[config.mk]
export PLATFORM = sky130hd
export DESIGN_NAME = sysex_patch_dump
export DESIGN_NICKNAME = d
export VERILOG_FILES = /design/src/rtl/sysex_patch_dump.sv
export SDC_FILE = /design/constraint.sdc
export NUM_CORES = 1
export LEC_CHECK = 0
export BUFFER_PORTS_ARGS = -buffer_cell sky130_fd_sc_hd__buf_2
export CAP_MARGIN = 20
export CORE_ASPECT_RATIO = 1.25
export CORE_MARGIN = 5
export CORE_UTILIZATION = 52
export CTS_CLUSTER_DIAMETER = 100
export CTS_CLUSTER_SIZE = 8
export DETAILED_ROUTE_END_ITERATION = 10
export PLACE_DENSITY = 0.76
export SYNTH_ARGS = -nofsm -noshare
export SYNTH_HDL_FRONTEND = slang
export SYNTH_SLANG_ARGS = --single-unit
[constraint.sdc]
create_clock -name sCLK_XVXOSC -period 2.5 [get_ports sCLK_XVXOSC]
set_input_delay 0.5 -clock sCLK_XVXOSC [delete_from_list [all_inputs] [get_ports sCLK_XVXOSC]]
set_output_delay 0.5 -clock sCLK_XVXOSC [all_outputs]
set_load 0.005 [all_outputs]
[src/rtl/sysex_patch_dump.sv]
// sysex_patch_dump: reads back one synth-engine bank over the shared parameter
// bus, one address at a time, and streams it out as a MIDI SysEx message.
// The message is F0, the manufacturer ID and the bank number, then two nibble
// bytes per address, a 7-bit checksum and F7. Bytes leave through a
// valid/ready handshake.
module sysex_patch_dump #(
    parameter int          NUM_BANKS = 4,
    parameter int          BANK_W    = 2,
    parameter int          ADR_FIRST = 0,
    parameter int          ADR_LAST  = 127,
    parameter int          READ_W    = 2,
    parameter logic [7:0]  MFR_ID    = 8'h7D
) (
    input  logic                 sCLK_XVXOSC,
    input  logic                 reset_data_N,
    input  logic                 dump_req,
    input  logic [BANK_W-1:0]    dump_bank,
    input  logic [7:0]           data,
    output logic [6:0]           adr,
    output logic                 read,
    output logic [NUM_BANKS-1:0] bank_sel,
    output logic                 sysex_data_patch_send,
    output logic [7:0]           tx_data,
    output logic                 tx_valid,
    input  logic                 tx_ready,
    output logic                 busy,
    output logic                 done
);

    localparam int              RC_W        = (READ_W > 1) ? $clog2(READ_W) : 1;
    localparam logic [RC_W-1:0] RD_LAST     = RC_W'(READ_W - 1);
    localparam logic [6:0]      ADR_FIRST_C = 7'(ADR_FIRST);
    localparam logic [6:0]      ADR_LAST_C  = 7'(ADR_LAST);

    typedef enum logic [3:0] {
        S_IDLE, S_H0, S_H1, S_H2, S_SETUP, S_RD, S_HOLD, S_CAP,
        S_TXH, S_TXL, S_CKS, S_EOX, S_DONE
    } state_t;

    state_t                state_q, state_d;
    logic [6:0]            adr_q, adr_d;
    logic                  read_q, read_d;
    logic [NUM_BANKS-1:0]  bank_sel_q, bank_sel_d;
    logic                  send_q, send_d;
    logic [7:0]            tx_data_q, tx_data_d;
    logic                  tx_valid_q, tx_valid_d;
    logic                  busy_q, busy_d;
    logic                  done_q, done_d;
    logic [6:0]            chk_q, chk_d;
    logic [BANK_W-1:0]     bank_q, bank_d;
    logic [7:0]            byte_q, byte_d;
    logic [RC_W-1:0]       rd_cnt_q, rd_cnt_d;

    // A byte is consumed only when it is actually on offer.
    logic hs;
    assign hs = tx_valid_q & tx_ready;

    // One-hot decode of the latched bank. An out-of-range bank selects nothing.
    logic [NUM_BANKS-1:0] onehot;
    for (genvar gi = 0; gi < NUM_BANKS; gi++) begin : g_sel
        assign onehot[gi] = (bank_q == BANK_W'(gi));
    end

    // State and datapath registers; reset drops everything immediately.
    always_ff @(posedge sCLK_XVXOSC or negedge reset_data_N) begin
        if (!reset_data_N) begin
            state_q    <= S_IDLE;
            adr_q      <= '0;
            read_q     <= 1'b0;
            bank_sel_q <= '0;
            send_q     <= 1'b0;
            tx_data_q  <= '0;
            tx_valid_q <= 1'b0;
            busy_q     <= 1'b0;
            done_q     <= 1'b0;
            chk_q      <= '0;
            bank_q     <= '0;
            byte_q     <= '0;
            rd_cnt_q   <= '0;
        end else begin
            state_q    <= state_d;
            adr_q      <= adr_d;
            read_q     <= read_d;
            bank_sel_q <= bank_sel_d;
            send_q     <= send_d;
            tx_data_q  <= tx_data_d;
            tx_valid_q <= tx_valid_d;
            busy_q     <= busy_d;
            done_q     <= done_d;
            chk_q      <= chk_d;
            bank_q     <= bank_d;
            byte_q     <= byte_d;
            rd_cnt_q   <= rd_cnt_d;
        end
    end

    // Next-state: emitting states wait for the handshake, bus states are timed.
    always_comb begin
        state_d = state_q;
        case (state_q)
            S_IDLE:  if (dump_req) state_d = S_H0;
            S_H0:    if (hs) state_d = S_H1;
            S_H1:    if (hs) state_d = S_H2;
            S_H2:    if (hs) state_d = S_SETUP;
            S_SETUP: state_d = S_RD;
            S_RD:    if (rd_cnt_q == RD_LAST) state_d = S_HOLD;
            S_HOLD:  state_d = S_CAP;
            S_CAP:   state_d = S_TXH;
            S_TXH:   if (hs) state_d = S_TXL;
            S_TXL:   if (hs) state_d = (adr_q == ADR_LAST_C) ? S_CKS : S_SETUP;
            S_CKS:   if (hs) state_d = S_EOX;
            S_EOX:   if (hs) state_d = S_DONE;
            S_DONE:  state_d = S_IDLE;
            default: state_d = S_IDLE;
        endcase
    end

    // Outputs are decoded from the state being entered so they register in step with it.
    always_comb begin
        adr_d      = adr_q;
        read_d     = (state_d == S_RD);
        bank_sel_d = bank_sel_q;
        send_d     = send_q;
        tx_data_d  = tx_data_q;
        tx_valid_d = 1'b0;
        busy_d     = (state_d != S_IDLE) && (state_d != S_DONE);
        done_d     = (state_d == S_DONE);
        chk_d      = chk_q;
        bank_d     = bank_q;
        byte_d     = byte_q;
        rd_cnt_d   = (state_q == S_RD) ? rd_cnt_q + RC_W'(1) : '0;

        if (state_q == S_IDLE && dump_req) begin
            bank_d = dump_bank;
            adr_d  = ADR_FIRST_C;
            chk_d  = '0;
        end

        // The bus has been settled for a full clock after the strobe fell.
        if (state_q == S_CAP) begin
            byte_d = data;
        end

        if (hs && state_q == S_TXH) begin
            chk_d = chk_q + {3'b000, byte_q[7:4]};
        end

        // The address only moves once the low nibble has gone; the last one is terminal.
        if (hs && state_q == S_TXL) begin
            chk_d = chk_q + {3'b000, byte_q[3:0]};
            if (adr_q != ADR_LAST_C) begin
                adr_d = adr_q + 7'd1;
            end
        end

        // Select and send stay up across consecutive addresses, drop once for the checksum.
        if (state_d == S_SETUP) begin
            bank_sel_d = onehot;
            send_d     = 1'b1;
        end else if (state_d == S_CKS) begin
            bank_sel_d = '0;
            send_d     = 1'b0;
        end

        case (state_d)
            S_H0:  begin tx_data_d = 8'hF0;                      tx_valid_d = 1'b1; end
            S_H1:  begin tx_data_d = MFR_ID;                     tx_valid_d = 1'b1; end
            S_H2:  begin tx_data_d = 8'(bank_q) & 8'h7F;         tx_valid_d = 1'b1; end
            S_TXH: begin tx_data_d = {4'h0, byte_d[7:4]};        tx_valid_d = 1'b1; end
            S_TXL: begin tx_data_d = {4'h0, byte_q[3:0]};        tx_valid_d = 1'b1; end
            S_CKS: begin tx_data_d = {1'b0, 7'd0 - chk_d};       tx_valid_d = 1'b1; end
            S_EOX: begin tx_data_d = 8'hF7;                      tx_valid_d = 1'b1; end
            default: ;
        endcase
    end

    assign adr                   = adr_q;
    assign read                  = read_q;
    assign bank_sel              = bank_sel_q;
    assign sysex_data_patch_send = send_q;
    assign tx_data               = tx_data_q;
    assign tx_valid              = tx_valid_q;
    assign busy                  = busy_q;
    assign done                  = done_q;

endmodule

==> results by group <==
Timing
  • Final Max Tran Viols: 0
  • Hold Slack: 0.139 ns
  • Setup total negative slack: 0 ns
  • Fmax: 0.414 GHz
  • Post-route clock period utilization: 96.7%
  • Worst-Margin Slew: 0.486 ns
  • Final WS setup: 0.0829 ns
  • Minimum clock period: 2.42 ns
  • Clock skew: 0.0143 ns
  • Hold Fails Final Rpt: 0
  • # setup viols final: 0
  • Slew HR: 67.4%

CTS
  • Clock latency on the worst-skew pair: 0.31 ns
  • TritonCTS buffer count: 5
  • Worst-path clk slew: 0.09 ns
  • CTS Hold Buffers Added: 0
  • Clock Path Buffers: 2
  • CTS sink count: 46
  • H-Tree Depth: 2
  • TritonCTS clock tree: done
  • CTS Root Cell: clkbuf_8

Yosys
  • Simple-gate share of the synthesized area: 21.1%
  • Synth Flop Type: dfrtp_1
  • Netlist cell types: 65
  • Avg Inst Size Synth: 9.62 µm²
  • Mux cell area share after synthesis: 5.82%
  • Fraction of the mapped netlist area in adder cells: 6.00%
  • Syn_nets: 312
  • Mapped cell area: 2750 µm²
  • Yosys reg bits: 46
  • Sequential fraction of the synthesis area: 41.8%
  • Post-synth EDFFs: 0
  • Post-synth ARST share: 100%
  • Number of cells produced by synthesis: 286
  • XOR/XNOR Fraction of Synth Area: 2.23%
  • Ys Warns: 0
  • Synth Area in Compound Gates: 19.5%
  • Main combinational cell family by area after synthesis: simple AND/OR/NAND/NOR gates

Critical path
  • Most frequent CP cell: nor2_1
  • Crit-path slowest cell: fa_2
  • Worst Setup End Kind: register
  • Req. time, crit path: 2.69 ns
  • CP Capture Point: tx_data[1]$_DFFE_PN0P_
  • WP buf/inv: 2
  • FF-to-FF path depth: 10
  • RR Endpoint: tx_data[1]$_DFFE_PN0P_
  • Arr. time, crit path: 2.61 ns
  • Crit-path cells: buf_4 -> ha_2 -> inv_1 -> fa_2 -> nor2_1 -> a21oi_2 -> ha_4 -> mux2i_1 -> nor2_1 -> a221o_1
  • Critical path class: register to register
  • Worst setup path startpoint: chk_q[0]$_DFF_PN0_
  • Startpoint Class: register
  • Cell family with most CP delay: adder cells
  • Worst R2R Setup Slack: 0.08 ns
  • Critical path's largest stage delay: 0.52 ns
  • Reg-to-Reg Start: chk_q[0]$_DFF_PN0_
  • Worst path depth: 10
  • CP Max Fanout: 2

Global routing
  • Congestion Overflow GR: 0
  • First-pass GRT wire length: 12.2 mm
  • Vias in the first global route: 2,473
  • Largest net degree at the start of global routing: 20
  • Initial antenna violation count: 0
  • Tot GR Track Use: 22.7%

Floorplan
  • Chip height: 91.3 µm
  • # IOs: 38
  • Rows: 29
  • Core Footprint: 5120 µm²
  • Starting Density: 53.8%
  • Die area: 6850 µm²
  • Die X-Extent: 75.1 µm

Final layout
  • Finished Core Util: 67.4%
  • Final #Nets: 385
  • FILL cells: 390
  • Layout cells sized above 1: 34.2%
  • N_diodes: 0
  • Area grow syn2layout: 25.3%

Routing
  • Routed WL: 7.35 mm
  • Routed WL per cell: 17.4 µm
  • Post-Route M1 WL: 2.93 mm
  • Final ANT Viol Nets: 0
  • DR iter-0 viols: 249
  • Via count: 2,503
  • Highest Signal Layer: met4
  • Drt first pass iters: 5
  • DR WL met3: 458 µm
  • Post-route DRC: 0
  • Vias/cell: 5.93
  • Met2 wire length: 3.74 mm

Power
  • Static leakage: 1.66 nW
  • Psw: 0.00192 W
  • Gate power share: 60.3%
  • Clk pwr share: 10.4%
  • Switching Share: 43.9%
  • Internal power: 0.00246 W
  • Sequential share of power: 29.3%
  • Peak supply drop: 0.791 mV
  • Total power: 0.00437 W
  • Power per cell area: 1270 nW/µm²

Placed design
  • HPWL after DPL: 5.50 mm
  • PortBufs: 37
  • Dpl ws: -0.0372 ns
  • RePlAce Congestion: 0.883

Flow run
  • MaxCap Viol Count: 0

Outcome
  • Status: complete, no violations

Worst hold path
  • Hold WC Path Type: primary input to asynchronous set/reset pin
==> final cells by class <==
cell class	count	area, µm²	area share (%)
Timing Repair Buffer	76	490	14.2
Inverter	14	52.6	1.52
Multi-Input combinational cell	216	1590	46.0
Tap cell	62	77.6	2.25
Clock buffer	6	72.6	2.10
Clock inverter	2	13.8	0.399
Sequential cell	46	1150	33.5
==> state kept, by name, indices dropped and copies added, names as in the netlist <==
| name | cells |
|---|---|
| chk_q | 7 |
| rd_cnt_q | 1 |
| busy | 1 |
| byte_q | 8 |
| bank_sel | 4 |
| adr | 7 |
| state_q | 4 |
| bank_q | 2 |
| tx_data | 8 |
| tx_valid | 1 |
| sysex_data_patch_send | 1 |
| done | 1 |
| read | 1 |
==> cells in the mapped netlist, drive strengths merged (2+ instances only) <==
cell type	n	share of area [%]
clkbuf	5	0.68
ha	10	4.5
a221o	2	0.73
nand2b	8	1.8
nor4	3	0.68
mux2i	7	2.5
o21bai	2	0.55
o22ai	5	1.1
dfrtp	46	42
o311a	2	0.73
o211a	2	0.73
nand3	15	3.2
and3	5	1.1
and2	2	0.45
nor2b	2	0.45
nand4	5	1.1
nand2	31	4.2
o21ai	15	3.1
nor3	4	0.73
inv	14	1.9
o32ai	2	0.64
or2	2	0.45
a21oi	11	2.1
xor2	3	0.96
o211ai	6	1.6
a211oi	5	1.4
nand3b	2	0.55
fa	2	1.5
buf	5	0.95
a21o	3	0.82
xnor2	4	1.3
nor3b	2	0.73
nor2	19	3.2
mux2	8	3.3
a31oi	5	1.1
o31ai	5	1.5
==> placed cells by master, fill, tap and decap left out, types with 4 or more instances in the layout <==
cell type	synthesis	routed
a211oi_1	5	4
a21oi_1	10	8
a31oi_1	5	5
and3_1	5	5
buf_2	3	37
buf_4	1	38
clkbuf_8	0	5
dfrtp_1	46	44
ha_1	10	7
inv_1	13	13
mux2_2	8	8
mux2i_1	7	7
nand2_1	31	31
nand2b_1	8	8
nand3_1	14	13
nand4_1	5	5
nor2_1	16	16
o211ai_1	6	6
o21ai_0	10	8
o21ai_1	4	6
o22ai_1	5	5
==> routing by layer <==
metal | GRT usage (%) | up-vias
li1 | - | 1195
met1 | 29.7 | 1199
met2 | 36.8 | 85
met3 | 4.09 | 24
met4 | 8.46 | 0
met5 | 0 | -
==> through the flow <==
stage | area [µm²] | cells
2_1_floorplan | 2770 | 286
3_3_place_gp | 3230 | 407
3_5_place_dp | 3230 | 407
4_1_cts | 3330 | 416
5_1_grt | 3450 | 422
6_report | 3450 | 422
==> power groups by stage <==
| stage | registers [W] | clock network [W] | logic, W |
|---|---|---|---|
| 2_1_floorplan | 0.00120 | 0 | 0.00160 |
| 3_3_place_gp | 0.00127 | 0 | 0.00230 |
| 3_5_place_dp | 0.00128 | 0 | 0.00236 |
| 4_1_cts | 0.00127 | 0.000461 | 0.00240 |
| 5_1_grt | 0.00131 | 0.000487 | 0.00291 |
| 6_report | 0.00128 | 0.000455 | 0.00264 |
==> how the worst min path moves through the flow <==
stage,start,endpoint,slack [ns]
after global placement,sysex_data_patch_send$_DFFE_PN0P_,sysex_data_patch_send$_DFFE_PN0P_,0.47
after CTS,reset_data_N,tx_valid$_DFF_PN0_,0.15
after global routing,reset_data_N,adr[2]$_DFF_PN0_,0.18
after detailed placement,sysex_data_patch_send$_DFFE_PN0P_,sysex_data_patch_send$_DFFE_PN0P_,0.47
final,reset_data_N,tx_valid$_DFF_PN0_,0.14
after floorplan,reset_data_N,adr[0]$_DFF_PN0_,0.20
==> logic make-up (layout without fill, tap and decap cells) <==
| group | count (synthesis) | after routing |
|---|---|---|
| DFF | 46 | 46 |
| muxes | 15 | 15 |
| AOI/OAI and AO/OA | 75 | 75 |
| adders and majority gates | 12 | 12 |
| and+or+nand+nor | 107 | 107 |
| xor gates and xnor gates | 7 | 7 |
| buffers and inverters | 24 | 98 |
==> timing repair <==
item                       CTS  global route
gates resized for setup      1            21
pin swaps                    1            10
setup endpoints to repair    2            12
buffers inserted             1             6
Note: power is estimated with default switching activity, not from simulation.
